===== src/rtl/ppu_oam_dma_pkg.sv =====
// -----------------------------------------------------------------------------
// ppu_pkg: shared definitions for the PPU register-port side of the CPU bus.
//
// Contents:
//   ppu_dma_state_t  - OAM DMA sequencer states
//   PPU_REG_OAMDATA  - PPU register select for OAMDATA ($2004)
//   PPU_RW_READ/WRITE- encoding of the PPU rw line (1 = write)
//   OAM_DMA_REG_ADDR - CPU address of the OAMDMA trigger register, for the
//                      bus decoder that generates reg_wr
// -----------------------------------------------------------------------------
package ppu_pkg;

  typedef enum logic [2:0] {
    IDLE  = 3'd0,
    HALT  = 3'd1,
    ALIGN = 3'd2,
    READ  = 3'd3,
    WRITE = 3'd4
  } ppu_dma_state_t;

  localparam logic [2:0]  PPU_REG_OAMDATA  = 3'h4;
  localparam logic        PPU_RW_READ      = 1'b0;
  localparam logic        PPU_RW_WRITE     = 1'b1;
  localparam logic [15:0] OAM_DMA_REG_ADDR = 16'h4014;

endpackage


===== src/rtl/ppu_oam_dma_if.sv =====
// -----------------------------------------------------------------------------
// ppu_oam_dma_if: bus bundle between the OAM DMA initiator and its targets.
//
// Signals:
//   mem_addr, mem_rd, mem_rdata  - CPU memory read port (DMA is the requester)
//   ppu_cs_n, ppu_addr, ppu_rw,
//   ppu_data_out, ppu_data_oe    - PPU register port (DMA is the bus master)
//
// Modports:
//   master - the DMA engine: drives addresses/strobes/data, receives mem_rdata
//   slave  - memory + PPU side: receives strobes, returns mem_rdata
// -----------------------------------------------------------------------------
interface ppu_oam_dma_if;

  logic [15:0] mem_addr;
  logic        mem_rd;
  logic [7:0]  mem_rdata;
  logic        ppu_cs_n;
  logic [2:0]  ppu_addr;
  logic        ppu_rw;
  logic [7:0]  ppu_data_out;
  logic        ppu_data_oe;

  modport master (
    output mem_addr, mem_rd,
    input  mem_rdata,
    output ppu_cs_n, ppu_addr, ppu_rw, ppu_data_out, ppu_data_oe
  );

  modport slave (
    input  mem_addr, mem_rd,
    output mem_rdata,
    input  ppu_cs_n, ppu_addr, ppu_rw, ppu_data_out, ppu_data_oe
  );

endinterface


===== src/rtl/ppu_oam_dma.sv =====
// -----------------------------------------------------------------------------
// ppu_oam_dma: $4014 OAMDMA sprite-page copy engine.
//
// A write of page P to $4014 halts the CPU, then alternates one READ CPU cycle
// (fetch $PPnn from CPU memory) with one WRITE CPU cycle (store the byte to the
// PPU OAMDATA register) until XFER_LEN bytes have moved.
//
// Ports:
//   clk, rst_n   - clock (shared with the PPU), async active-low reset
//   cpu_ce       - one-clk CPU cycle boundary strobe; the sequencer advances
//                  only on these edges (except the trigger, which is taken
//                  on any clk)
//   reg_wr       - CPU wrote $4014; reg_wdata carries the page number
//   cpu_rdy      - 0 halts the CPU while a transfer is in progress
//   dma_busy     - high from the accepted trigger until back in IDLE
//   dma_done     - one-clk pulse as the last OAMDATA write completes
//   bus          - memory read port and PPU register port (master side)
//
// Build option:
//   OAM_DMA_ALIGN_EN - when defined, a trigger whose HALT cycle ends on an odd
//                      CPU cycle inserts one extra ALIGN cycle (514 halted
//                      cycles instead of 513). When undefined, ALIGN is never
//                      entered and every transfer is 513 cycles.
//
// All outputs are registered from the next-state decode, so each state's bus
// drives are present for the whole CPU cycle that state occupies.
// -----------------------------------------------------------------------------
module ppu_oam_dma
  import ppu_pkg::*;
#(
  parameter int unsigned XFER_LEN    = 256,
  parameter logic [2:0]  OAMDATA_REG = PPU_REG_OAMDATA
) (
  input  logic          clk,
  input  logic          rst_n,
  input  logic          cpu_ce,
  input  logic          reg_wr,
  input  logic [7:0]    reg_wdata,
  output logic          cpu_rdy,
  output logic          dma_busy,
  output logic          dma_done,
  ppu_oam_dma_if.master bus
);

`ifdef OAM_DMA_ALIGN_EN
  localparam bit ALIGN_EN = 1'b1;
`else
  localparam bit ALIGN_EN = 1'b0;
`endif

  localparam logic [2:0] ST_IDLE  = 3'(IDLE);
  localparam logic [2:0] ST_HALT  = 3'(HALT);
  localparam logic [2:0] ST_ALIGN = 3'(ALIGN);
  localparam logic [2:0] ST_READ  = 3'(READ);
  localparam logic [2:0] ST_WRITE = 3'(WRITE);

  localparam logic [8:0] LAST_CNT = 9'(XFER_LEN - 1);

  logic [2:0] state, state_nxt;
  logic [8:0] cnt, cnt_nxt;
  logic [7:0] page, page_nxt;
  logic       odd;
  logic       last_edge;
  logic       rd_nxt, wr_nxt;

  always_comb begin
    state_nxt = state;
    cnt_nxt   = cnt;
    page_nxt  = page;
    last_edge = 1'b0;
    case (state)
      // The trigger is a one-clk strobe, so it is taken on any clk, not only
      // on a CPU cycle boundary.
      ST_IDLE: begin
        if (reg_wr) begin
          state_nxt = ST_HALT;
          page_nxt  = reg_wdata;
          cnt_nxt   = '0;
        end
      end
      // odd is sampled before this edge toggles it: it is the parity of the
      // CPU cycle that is ending.
      ST_HALT: begin
        if (cpu_ce) state_nxt = (ALIGN_EN && odd) ? ST_ALIGN : ST_READ;
      end
      ST_ALIGN: begin
        if (cpu_ce) state_nxt = ST_READ;
      end
      ST_READ: begin
        if (cpu_ce) state_nxt = ST_WRITE;
      end
      ST_WRITE: begin
        if (cpu_ce) begin
          cnt_nxt = cnt + 9'd1;
          if (cnt == LAST_CNT) begin
            last_edge = 1'b1;
            state_nxt = ST_IDLE;
          end else begin
            state_nxt = ST_READ;
          end
        end
      end
      default: state_nxt = ST_IDLE;
    endcase
  end

  assign rd_nxt = (state_nxt == ST_READ);
  assign wr_nxt = (state_nxt == ST_WRITE);

  always_ff @(posedge clk or negedge rst_n) begin
    if (!rst_n) begin
      state             <= ST_IDLE;
      cnt               <= '0;
      page              <= '0;
      odd               <= 1'b0;
      cpu_rdy           <= 1'b1;
      dma_busy          <= 1'b0;
      dma_done          <= 1'b0;
      bus.mem_rd        <= 1'b0;
      bus.mem_addr      <= '0;
      bus.ppu_cs_n      <= 1'b1;
      bus.ppu_addr      <= '0;
      bus.ppu_rw        <= PPU_RW_READ;
      bus.ppu_data_out  <= '0;
      bus.ppu_data_oe   <= 1'b0;
    end else begin
      state    <= state_nxt;
      cnt      <= cnt_nxt;
      page     <= page_nxt;
      if (cpu_ce) odd <= ~odd;

      cpu_rdy  <= (state_nxt == ST_IDLE);
      dma_busy <= (state_nxt != ST_IDLE);
      dma_done <= last_edge;

      // Low byte comes from the counter only; the page never takes a carry.
      bus.mem_rd   <= rd_nxt;
      bus.mem_addr <= rd_nxt ? {page_nxt, cnt_nxt[7:0]} : '0;

      // cs is low for exactly the WRITE cycle and high for the READ cycle
      // before it, giving one falling edge per byte at the PPU.
      bus.ppu_cs_n    <= ~wr_nxt;
      bus.ppu_addr    <= wr_nxt ? OAMDATA_REG : 3'h0;
      bus.ppu_rw      <= wr_nxt ? PPU_RW_WRITE : PPU_RW_READ;
      bus.ppu_data_oe <= wr_nxt;

      // The output data register doubles as the capture register: memory
      // data is valid on the edge that ends READ and enters WRITE.
      if (!wr_nxt) begin
        bus.ppu_data_out <= '0;
      end else if (state == ST_READ) begin
        bus.ppu_data_out <= bus.mem_rdata;
      end
    end
  end

endmodule


===== src/flat_wrapper.sv =====
// flat-port wrapper written by rule: the top's interface ports become plain ports
module ppu_oam_dma_flat import ppu_pkg::*;
#(
  parameter int unsigned XFER_LEN    = 256,
  parameter logic [2:0]  OAMDATA_REG = PPU_REG_OAMDATA
)
  (clk, rst_n, cpu_ce, reg_wr, reg_wdata, cpu_rdy, dma_busy, dma_done, bus_mem_addr, bus_mem_rd, bus_mem_rdata, bus_ppu_cs_n, bus_ppu_addr, bus_ppu_rw, bus_ppu_data_out, bus_ppu_data_oe);
  ppu_oam_dma_if bus_i ();
  input  logic clk;
  input  logic rst_n;
  input  logic cpu_ce;
  input  logic reg_wr;
  input  logic [7:0] reg_wdata;
  output logic cpu_rdy;
  output logic dma_busy;
  output logic dma_done;
  output wire logic [$bits(bus_i.mem_addr)-1:0] bus_mem_addr;
  output wire logic [$bits(bus_i.mem_rd)-1:0] bus_mem_rd;
  input wire logic [$bits(bus_i.mem_rdata)-1:0] bus_mem_rdata;
  output wire logic [$bits(bus_i.ppu_cs_n)-1:0] bus_ppu_cs_n;
  output wire logic [$bits(bus_i.ppu_addr)-1:0] bus_ppu_addr;
  output wire logic [$bits(bus_i.ppu_rw)-1:0] bus_ppu_rw;
  output wire logic [$bits(bus_i.ppu_data_out)-1:0] bus_ppu_data_out;
  output wire logic [$bits(bus_i.ppu_data_oe)-1:0] bus_ppu_data_oe;
  assign bus_mem_addr = bus_i.mem_addr;
  assign bus_mem_rd = bus_i.mem_rd;
  assign bus_i.mem_rdata = bus_mem_rdata;
  assign bus_ppu_cs_n = bus_i.ppu_cs_n;
  assign bus_ppu_addr = bus_i.ppu_addr;
  assign bus_ppu_rw = bus_i.ppu_rw;
  assign bus_ppu_data_out = bus_i.ppu_data_out;
  assign bus_ppu_data_oe = bus_i.ppu_data_oe;
  ppu_oam_dma #(.XFER_LEN(XFER_LEN), .OAMDATA_REG(OAMDATA_REG)) u_core (.clk(clk), .rst_n(rst_n), .cpu_ce(cpu_ce), .reg_wr(reg_wr), .reg_wdata(reg_wdata), .cpu_rdy(cpu_rdy), .dma_busy(dma_busy), .dma_done(dma_done), .bus(bus_i));
endmodule

===== config.mk =====
export PLATFORM = sky130hd
export DESIGN_NAME = ppu_oam_dma_flat
export DESIGN_NICKNAME = d
export VERILOG_FILES = /design/src/rtl/ppu_oam_dma_pkg.sv /design/src/rtl/ppu_oam_dma_if.sv /design/src/rtl/ppu_oam_dma.sv /design/src/flat_wrapper.sv
export SDC_FILE = /design/constraint.sdc
export NUM_CORES = 1
export LEC_CHECK = 0
export CAP_MARGIN = 20
export CELL_PAD_IN_SITES_DETAIL_PLACEMENT = 0
export CELL_PAD_IN_SITES_GLOBAL_PLACEMENT = 1
export CORE_AREA = 2 2 87 89
export DETAILED_ROUTE_END_ITERATION = 10
export DIE_AREA = 0 0 89 91
export HOLD_SLACK_MARGIN = 0.02
export PLACE_DENSITY = 0.68
export SYNTH_ARGS = -nofsm -noshare
export SYNTH_HDL_FRONTEND = slang
export SYNTH_SLANG_ARGS = --single-unit

===== constraint.sdc =====
create_clock -name clk -period 2.3 [get_ports clk]
set_input_delay 0.46 -clock clk [delete_from_list [all_inputs] [get_ports clk]]
set_output_delay 0.46 -clock clk [all_outputs]
set_load 0.03 [all_outputs]

==> summary.txt, run 1 <==
Worst setup path
  – Cell Chain, Critical Path: ha_1 -> nand3_1 -> nor2_1 -> ha_1 -> or4b_1 -> o21a_2 -> clkinv_4 -> and2_1
  – Worst path required time: 2550 ps
  – Setup CP Type: reg2reg
  – Reg-to-Reg Start: u_core.cnt[0]$_DFF_PN0_
  – Maximum fanout along the worst path: 10
  – Startpoint of the worst setup timing path: u_core.cnt[0]$_DFF_PN0_
  – Stage delay of the slowest cell on the critical path: 530 ps
  – Type of element launching the critical path: flip-flop
  – Worst path most repeated cell: sky130_fd_sc_hd__ha_1
  – Kind of end point of the critical path: flip-flop
  – Cell family contributing the most delay on the critical path: simple AND/OR/NAND/NOR gates
  – Buffers & Inverters on Critical Path: 1
  – Library cell contributing the largest single delay on the critical path: sky130_fd_sc_hd__or4b_1
  – Arrival @ worst endpoint: 2330 ps

Floorplanning
  – Effective utilization at floorplan: 29.1%
  – Row count: 31
  – Core ar.: 7140 um2
  – Floorplan die area: 8100 um2
  – Die Span Y: 91 um
  – Width of the chip: 89 um
  – Io pins: 54

Pwr
  – Static leakage: 1.25 nW
  – Pwr dens: 1090 nW/um2
  – Largest vdd supply drop: 475 uV
  – Power, Total: 3.07 mW

Timing
  – Worst Max-Slew Pin Slew: 546 ps
  – Worst clock skew: 10.3 ps
  – Endpoints failing hold: 0
  – RSZ-0062 raised after global routing: false
  – Setup Viol. Count Final: 0
  – Worst Slack Setup Final: 215 ps
  – Worst max-slew margin expressed relative to the limit: 63.6%
  – Upper clock frequency limit: 0.480 GHz
  – Period minus WS final: 2090 ps
  – Slew Viols, Final: 0
  – Final worst-path cycle share: 90.7%

Synthesis
  – Most frequently used flop master after synthesis: sky130_fd_sc_hd__dfrtp_1
  – Flip-flop and latch count after synthesis: 50
  – Post-synthesis cell area: 2080 um2
  – Post-synthesis simple-gate area fraction: 18.9%
  – Count of unique library cells instantiated by Yosys: 45
  – Area share of fa/ha/maj cells after synthesis: 1.20%
  – Share of async-settable or async-resettable flops after synthesis: 100%
  – Average cell area after synthesis: 10.9 um2
  – Multiplexer fraction of the synthesized cell area: 1.02%
  – Main combinational cell family by area after synthesis: simple AND/OR/NAND/NOR gates
  – Gate count of the mapped netlist: 190
  – Ys Warns: 0
  – Sequential area share after synthesis: 60.4%
  – Compound-Gate Fraction of Synth Area: 11.0%
  – Number of enable flip-flop cells after synthesis: 0
  – Post-Synth XOR/XNOR Area: 1.27%

Drt
  – TritonRoute pass-1 iters: 4
  – Wirelength per Cell: 12.4 um
  – Remaining number of nets flagged by the antenna check after routing: 0
  – Wire length reported by the detailed router: 4250 um
  – DRT iter0 DRCs: 77
  – Via count: 1,486
  – Number of vias per cell after detailed routing: 4.33
  – Total DRC errors in the routed layout: 0

Global route
  – Number of global-route vias before repair: 1,510
  – Wire length of the first global-routing pass: 7380 um
  – Overflow left after global routing: 0
  – Total global-route track usage: 11.6%
  – Maximum number of pins on one net before global-route repair: 28
  – Antenna violations before repair: 0

Run status
  – Result of the run: complete, no violations

Placement
  – Post-DP HPWL: 3000 um
  – DP Worst Slack: -24.7 ps
  – Count of port buffers added during placement: 51
  – Final weighted congestion of routability-driven global placement: 0.790

Layout
  – Number of nets in the layout: 265
  – Area growth from synthesis to layout: 35.8%
  – Fraction of final layout cells sized beyond drive strength 1: 13.1%
  – Diode count: 0

Clocking
  – H-Tree Depth: 2
  – Clock transition at the register clock pins on the worst setup and hold paths after CTS: 100 ps
  – Hold buffer count at cts: 0
  – Buffer type at the clock tree root: sky130_fd_sc_hd__clkbuf_8
  – Clock buffer count from CTS: 5
  – CTS sink count: 50
  – CTS tree: done
  – Clock latency on the worst-skew pair: 310 ps
  – Number of buffers on the longest clock path: 2

Worst hold path
  – Hold WC Path Type: in2async

Run
  – # Max-Cap Violations: 0
-- per-layer routing --
metal  GRT usage (%)  up-vias  routed length, um
met3            2.45        7                108
met5               0        -                  0
met2            17.0       25               2030
met1            16.5      712               2020
met4            4.60        0                 87
li1                -      742                  -
-- cells by family (layout without fill, tap and decap cells) --
group / Yosys count / count (layout)
adder cells (fa/ha/maj): 2 / 2
XOR/XNOR: 3 / 3
AO/OA/AOI/OAI: 33 / 33
AND/OR/NAND/NOR: 77 / 77
buffers and inverters: 22 / 75
flip-flops: 50 / 50
multiplexers: 2 / 2
other: 1 / 2
-- area by class of cell --
type	count	area [um2]
Sequential cell	50	1250
Tap cell	99	124
Clock inverter	2	38.8
Timing Repair Buffer	59	578
Multi-Input combinational cell	119	708
Inverter	8	35.0
Fill cell	739	4320
Clock buffer	6	82.6
-- placed cells by master, fill, tap and decap left out, types with 2 or more instances in the layout --
cell | Yosys | final
sky130_fd_sc_hd__clkbuf_8 | 0 | 6
sky130_fd_sc_hd__and2_1 | 8 | 8
sky130_fd_sc_hd__nand4_1 | 2 | 2
sky130_fd_sc_hd__o21ai_2 | 2 | 2
sky130_fd_sc_hd__conb_1 | 1 | 2
sky130_fd_sc_hd__clkdlybuf4s50_1 | 0 | 50
sky130_fd_sc_hd__inv_1 | 7 | 7
sky130_fd_sc_hd__o311ai_1 | 3 | 3
sky130_fd_sc_hd__nand2_1 | 39 | 39
sky130_fd_sc_hd__a21oi_1 | 16 | 16
sky130_fd_sc_hd__o31ai_2 | 2 | 2
sky130_fd_sc_hd__buf_4 | 5 | 7
sky130_fd_sc_hd__xnor2_1 | 2 | 2
sky130_fd_sc_hd__dfstp_2 | 2 | 2
sky130_fd_sc_hd__ha_1 | 2 | 2
sky130_fd_sc_hd__nor2_1 | 4 | 4
sky130_fd_sc_hd__nand3_1 | 13 | 13
sky130_fd_sc_hd__dfrtp_1 | 48 | 48
-- path summary, 6_finish.rpt --
check / to / slack [ps] / depth (start not counted)
worst max-delay path: u_core.bus.mem_addr[1]$_DFF_PN0_ / 210 / 8
worst min-delay path: u_core.bus.ppu_data_out[6]$_DFFE_PN0P_ / 130 / 1
worst max register to register: u_core.bus.mem_addr[1]$_DFF_PN0_ / 210 / 8
worst min register to register: u_core.page[0]$_DFF_PN0_ / 470 / 2
max in group asynchronous: u_core.cpu_rdy$_DFF_PN1_ / 1550 / 2
min in group clk: u_core.page[0]$_DFF_PN0_ / 470 / 2
-- state kept, by name (all words and copies together), names as in the netlist --
register and count:
u_core.state 3, u_core.page 8, u_core.bus.mem_rd 1, u_core.bus.mem_addr 16, u_core.cpu_rdy 1, u_core.bus.ppu_addr 1
u_core.dma_busy 1, u_core.bus.ppu_data_out 8, u_core.dma_done 1, u_core.bus.ppu_cs_n 1, u_core.cnt 9
-- metrics by stage --
step	hold WS [ps]	instances	cell area (um2)	util, %	setup TNS (ps)
CTS	137	343	2820	39.5	0
global placement	451	335	2700	37.8	0
floorplan	164	191	2080	-	0
finish	129	343	2820	39.5	0
detailed placement	457	335	2700	37.8	-39.1
global route	162	343	2820	39.5	0
-- report_power, final --
part           switching (mW)  internal [mW]
clock                   0.308          0.358
sequential              0.120           1.09
combinational           0.715          0.475
total                    1.14           1.92
-- cell usage after synthesis, types with 2 or more instances --
library cell / count / area share, %
sky130_fd_sc_hd__dfrtp_1: 48 / 58
sky130_fd_sc_hd__nand2_1: 39 / 7.0
sky130_fd_sc_hd__a21oi_1: 16 / 3.9
sky130_fd_sc_hd__nand3_1: 13 / 3.1
sky130_fd_sc_hd__and2_1: 8 / 2.4
sky130_fd_sc_hd__inv_1: 7 / 1.3
sky130_fd_sc_hd__buf_4: 5 / 1.8
sky130_fd_sc_hd__buf_2: 4 / 0.96
sky130_fd_sc_hd__nor2_1: 4 / 0.72
sky130_fd_sc_hd__o311ai_1: 3 / 1.3
sky130_fd_sc_hd__buf_6: 2 / 1.1
sky130_fd_sc_hd__clkbuf_1: 2 / 0.36
sky130_fd_sc_hd__dfstp_2: 2 / 2.5
sky130_fd_sc_hd__ha_1: 2 / 1.2
sky130_fd_sc_hd__nand4_1: 2 / 0.60
sky130_fd_sc_hd__o21ai_2: 2 / 0.84
sky130_fd_sc_hd__o31ai_2: 2 / 1.2
sky130_fd_sc_hd__xnor2_1: 2 / 0.84
-- what timing repair did --
item                                    4_1_cts  5_1_grt
resized for setup                             0        1
buffers inserted                              0        0
endpoints found under the setup margin        0        4
Note: power is estimated with default switching activity, not from simulation.
==> run 2: changes to the inputs <==
- HOLD_SLACK_MARGIN: 0.02 -> 0.08
- PLACE_DENSITY: 0.68 -> not set
- PLACE_DENSITY_LB_ADDON: not set -> 0.05
==> run 2 against run 1 <==
Via count is 4.0% higher. Maximum frequency hardly changed. First-iteration DRC count is 13% higher. Sequential share of layout area is 0.66 points higher. Non-clock buffer count is 1 lower. Final cell count is 0.29% lower. Die area stayed put. Setup slack worse by 1.7 ps. Clock power is 18% lower. Combinational power hardly changed. Power is 3.4% lower. Critical endpoint is now u_core.bus.mem_addr[4]$_DFF_PN0_. Largest cell class unchanged. Largest power group unchanged.
==> summary.txt, run 2 (synthesized netlist as in run 1, its figures left out) <==
Run status
  – Result of the run: complete, no violations

Worst setup path
  – Buffers & Inverters on Critical Path: 1
  – Library cell contributing the largest single delay on the critical path: sky130_fd_sc_hd__or4b_1
  – Arrival @ worst endpoint: 2330 ps
  – Maximum fanout along the worst path: 10
  – Number of cells on the worst reg-to-reg path: 8
  – Startpoint of the worst setup timing path: u_core.cnt[0]$_DFF_PN0_
  – Register-to-Register Setup Slack: 210 ps
  – Cell family contributing the most delay on the critical path: simple AND/OR/NAND/NOR gates
  – Type of element launching the critical path: flip-flop
  – Worst path most repeated cell: sky130_fd_sc_hd__ha_1
  – Reg-to-Reg Start: u_core.cnt[0]$_DFF_PN0_
  – Setup CP Type: reg2reg
  – Stage delay of the slowest cell on the critical path: 540 ps
  – Worst path required time: 2550 ps
  – Kind of end point of the critical path: flip-flop
  – Reg-to-reg endpoint: u_core.bus.mem_addr[4]$_DFF_PN0_
  – Cell Chain, Critical Path: ha_1 -> nand3_1 -> nor2_1 -> ha_1 -> or4b_1 -> o21a_2 -> clkinv_4 -> and2_1

Global route
  – Antenna violations before repair: 0
  – Met3 Resource Use GR: 3.73%
  – Overflow left after global routing: 0
  – Maximum number of pins on one net before global-route repair: 51
  – Busiest grt layer: met2
  – Number of global-route vias before repair: 1,699
  – Total global-route track usage: 12.6%
  – Met1 demand-to-capacity share in global routing: 17.0%
  – Wire length of the first global-routing pass: 7990 um
  – Fraction of met2 tracks used by global routing: 19.0%

Drt
  – DRT iter0 DRCs: 87
  – Number of vias per cell after detailed routing: 4.52
  – Via count: 1,546
  – Wirelength per Cell: 13.7 um
  – TritonRoute pass-1 iters: 4
  – Remaining number of nets flagged by the antenna check after routing: 0
  – Wire length reported by the detailed router: 4690 um
  – Total DRC errors in the routed layout: 0

Clocking
  – Buffer type at the clock tree root: sky130_fd_sc_hd__clkbuf_8
  – Post-CTS Resized: 0
  – Clock latency on the worst-skew pair: 300 ps
  – CTS tree: done
  – Number of buffers on the longest clock path: 2
  – Clock buffer count from CTS: 5
  – CTS sink count: 50
  – Hold buffer count at cts: 0
  – H-Tree Depth: 2
  – Clock transition at the register clock pins on the worst setup and hold paths after CTS: 100 ps
  – Number of post-CTS setup repair buffers: 0

Floorplanning
  – Io pins: 54
  – Floorplan die area: 8100 um2
  – Effective utilization at floorplan: 29.1%
  – Row count: 31
  – Core ar.: 7140 um2
  – Die Span Y: 91 um
  – Width of the chip: 89 um

Timing
  – Setup Viol. Count Final: 0
  – Slew Viols, Final: 0
  – RSZ-0062 raised after global routing: false
  – Worst Max-Slew Pin Slew: 629 ps
  – Worst max-slew margin expressed relative to the limit: 58.1%
  – Worst Slack Setup Final: 213 ps
  – Upper clock frequency limit: 0.479 GHz
  – Period minus WS final: 2090 ps
  – Endpoints failing hold: 0
  – Final worst-path cycle share: 90.7%
  – Final total negative setup slack: 0 ps
  – Worst clock skew: 12.3 ps

Layout
  – Non-filler cells, final: 342
  – Largest registers: u_core.bus.mem_addr (16), u_core.cnt (9)
  – Flip-flop count of the largest register after layout: 16
  – Top register by number of flip-flops: u_core.bus.mem_addr
  – Fraction of final layout cells sized beyond drive strength 1: 12.8%
  – Leading cell type in the layout, fill and taps excluded: sky130_fd_sc_hd__clkdlybuf4s50_1
  – Commonest cells after routing, fill and taps aside: 50 x sky130_fd_sc_hd__clkdlybuf4s50_1, 48 x sky130_fd_sc_hd__dfrtp_1, 39 x sky130_fd_sc_hd__nand2_1
  – Post-route standard cell area excluding fillers: 2780 um2
  – Number of nets in the layout: 264
  – Area growth from synthesis to layout: 33.8%
  – Diode count: 0

Run
  – # Max-Cap Violations: 0

Placement
  – Placed cell areas: 2680 um2
  – Post-DP HPWL: 3230 um
  – Cells after DPL: 334
  – Count of port buffers added during placement: 51
  – DP Worst Slack: -7.73 ps
  – Final weighted congestion of routability-driven global placement: 0.733

Pwr
  – Pwr dens: 1070 nW/um2
  – Static leakage: 1.23 nW
  – Largest vdd supply drop: 491 uV

Worst hold path
  – Hold WC Path Type: in2async
[run 2: metal layers]
layer | up-vias | share of wire [%]
met5 | - | 0
met4 | 0 | 0.62
met3 | 2 | 4.5
met2 | 38 | 48
met1 | 768 | 46
li1 | 738 | -
[run 2: final cells by class]
type	instances	area (um2)
Fill cell	709	4360
Sequential cell	50	1250
Multi-Input combinational cell	119	708
Timing Repair Buffer	58	558
Tap cell	99	124
Clock buffer	6	82.6
Inverter	8	35.0
Clock inverter	2	17.5
[run 2: worst max-delay path by stage]
| stage | endpoint | cells past startpoint |
|---|---|---|
| 5_1_grt | u_core.bus.mem_addr[4]$_DFF_PN0_ | 8 |
| 2_1_floorplan | u_core.bus.mem_addr[3]$_DFF_PN0_ | 9 |
| 6_report | u_core.bus.mem_addr[4]$_DFF_PN0_ | 8 |
| 4_1_cts | u_core.bus.mem_addr[4]$_DFF_PN0_ | 8 |
| 3_5_place_dp | u_core.bus.mem_addr[3]$_DFF_PN0_ | 6 |
| 3_3_place_gp | u_core.bus.mem_addr[3]$_DFF_PN0_ | 6 |
[run 2: through the flow]
stage	hold slack, ps	power, mW	util (%)
floorplan	164	2.02	-
global placement	452	2.43	37.5
detailed placement	461	2.44	37.5
CTS	279	3.01	38.9
global route	306	3.17	38.9
finish	254	2.96	38.9
[run 2: report_power, final]
part	leakage, nW	switching [mW]	internal [mW]
clock network	0.0514	0.298	0.248
logic	0.512	0.728	0.466
registers	0.664	0.130	1.09
==> RTL change, RTL diff (config.mk and constraints of run 1) <==
Set the localparam `ALIGN_EN` to 1'b1 (it was 1'b0).
--- a/src/rtl/ppu_oam_dma.sv
+++ b/src/rtl/ppu_oam_dma.sv
@@ -46,5 +46,5 @@
   localparam bit ALIGN_EN = 1'b1;
 `else
-  localparam bit ALIGN_EN = 1'b0;
+  localparam bit ALIGN_EN = 1'b1;
 `endif
 
Check against the original RTL: not equivalent (Yosys sat finds a counterexample within 4 cycles, from zero or initial values and one cycle with rst_n low).
==> RTL change against run 1 <==
- via count increased by 2.4%
- die area unchanged
- wire length grew 0.12%
- fmax is 0.56% lower
- power up 0.61%
- clock power fell by 23%
- worst setup slack worse by 12 ps
- critical path depth did not move
- final area grew 1.5%
- synthesized area is 3.6% higher
- worst hold slack got worse by 78 ps
- sequential cell count rose by 1
- sequential share of layout area rose by 0.21 points
==> RTL change: results (changes against run 1) <==
first-pass GRT wire length=7258 µm (was 7383 µm); share of layout cells above drive strength 1=12.30% (was 13.11%); # fillers=705 (was 739); largest net degree at the start of global routing=21 (was 28); vias in the first global route=1557 (was 1510); Worst Skew=4.014 ps (was 10.27 ps); Resized Gates After CTS=0 (unchanged); Final #Nets=265 (unchanged); FF-to-FF End=u_core.bus.mem_addr[7]$_DFF_PN0_ (was u_core.bus.mem_addr[1]$_DFF_PN0_); status=finished clean (unchanged); WL met2=1972 µm (was 2034 µm); routed wire length per instance=12.41 µm (was 12.39 µm); wl on met1=2014 µm (was 2020 µm); DP Area=0.002774 mm² (was 0.002698 mm²); Syn Area/Cell=11.39 µm² (was 10.93 µm²); vias post-DR=1521 (was 1486); CTS Buf Count=5 (unchanged); routed wl met3=219 µm (was 108 µm); worst-path maximum fanout=15 (was 10); CTS Buffer Depth=2 (unchanged); Setup WS pre-CTS=86.66 ps (was -24.72 ps); Clock Latency Late Sink=300 ps; violation count after the first detailed-route iteration=42 (was 77); M2 GR Usage=17.85% (was 16.98%); top routing layer in use=met4 (unchanged); Top FF cell, synth=dfrtp_1 (unchanged); post-synth cell types=40 (was 45); CTS root buf=clkbuf_8 (unchanged); Reg2Reg Setup Slack=200 ps; Ys Warns=0 (unchanged); sequential fraction of the synthesis area=59.42% (was 60.36%); VDD IR-drop max=318.1 µV (was 474.6 µV); GRT Total Usage=11.43% (was 11.56%); CP max-delay cell=dfrtp_1 (was or4b_1); top post-synthesis cells by area=dfrtp_1, and2_1, mux2_1 (was dfrtp_1, nand2_1, a21oi_1); dpl hpwl=2992 µm (was 3001 µm); drt first pass iters=4 (unchanged); routing usage on met1=15.34% (was 16.50%); input/output buffers=51 (unchanged); top cells by count, synth=dfrtp_1, and2_1, nand2_1 (was dfrtp_1, nand2_1, a21oi_1); Async SR Flop Fraction=100.0% (unchanged); WHS=51.20 ps (was 128.9 ps); final worst path period share=91.17% (was 90.66%); worst-margin pin slew=558.4 ps (was 546.3 ps); CP Launch Point=u_core.cnt[0]$_DFF_PN0_ (unchanged); delay of the slowest cell on the worst path=420 ps (was 530 ps); Pleak=1.244 nW (was 1.247 nW); Post-CTS Setup Inserts=0 (unchanged); top flop regs=u_core.bus.mem_addr (16), u_core.cnt (9) (unchanged); Max-Cap Viols=0 (unchanged); gp weighted congestion=0.7496 (was 0.7898); Vias/cell=4.434 (was 4.332); met3 usage=3.455% (was 2.455%); Sw Pwr=1.169 mW (was 1.143 mW); Hold Crit Class=in2async (unchanged); dpl cells=335 (unchanged)
==> RTL change: logic make-up after synthesis <==
family                     Yosys count  synth area share [%]
muxes                               11                 5.640
other                                1                0.1743
buffers and inverters               22                 5.407
AOI/OAI and AO/OA                   28                 8.547
and+or+nand+nor                     72                 18.84
DFF                                 51                 59.42
xor gates and xnor gates             2                0.8141
adders and majority gates            2                 1.163
==> RTL change: power by group through the flow <==
stage	Combinational (mW)	Sequential [mW]	Clock [mW]
after global placement	1.26	1.34	0
after CTS	1.27	1.33	0.530
final	1.25	1.32	0.512
after floorplan	0.639	1.50	0
after detailed placement	1.27	1.35	0
after global routing	1.38	1.36	0.570
==> RTL change: layout make-up <==
class	instances	area, µm²	share of cell area (%)
multi-input cells	117	760.7	26.57
clock buffers	5	68.82	2.404
inverters	6	22.52	0.7867
flip-flops and latches	51	1279	44.67
repair buffers	62	588.1	20.54
well taps	99	123.9	4.327
clock inverters	3	20.02	0.6993
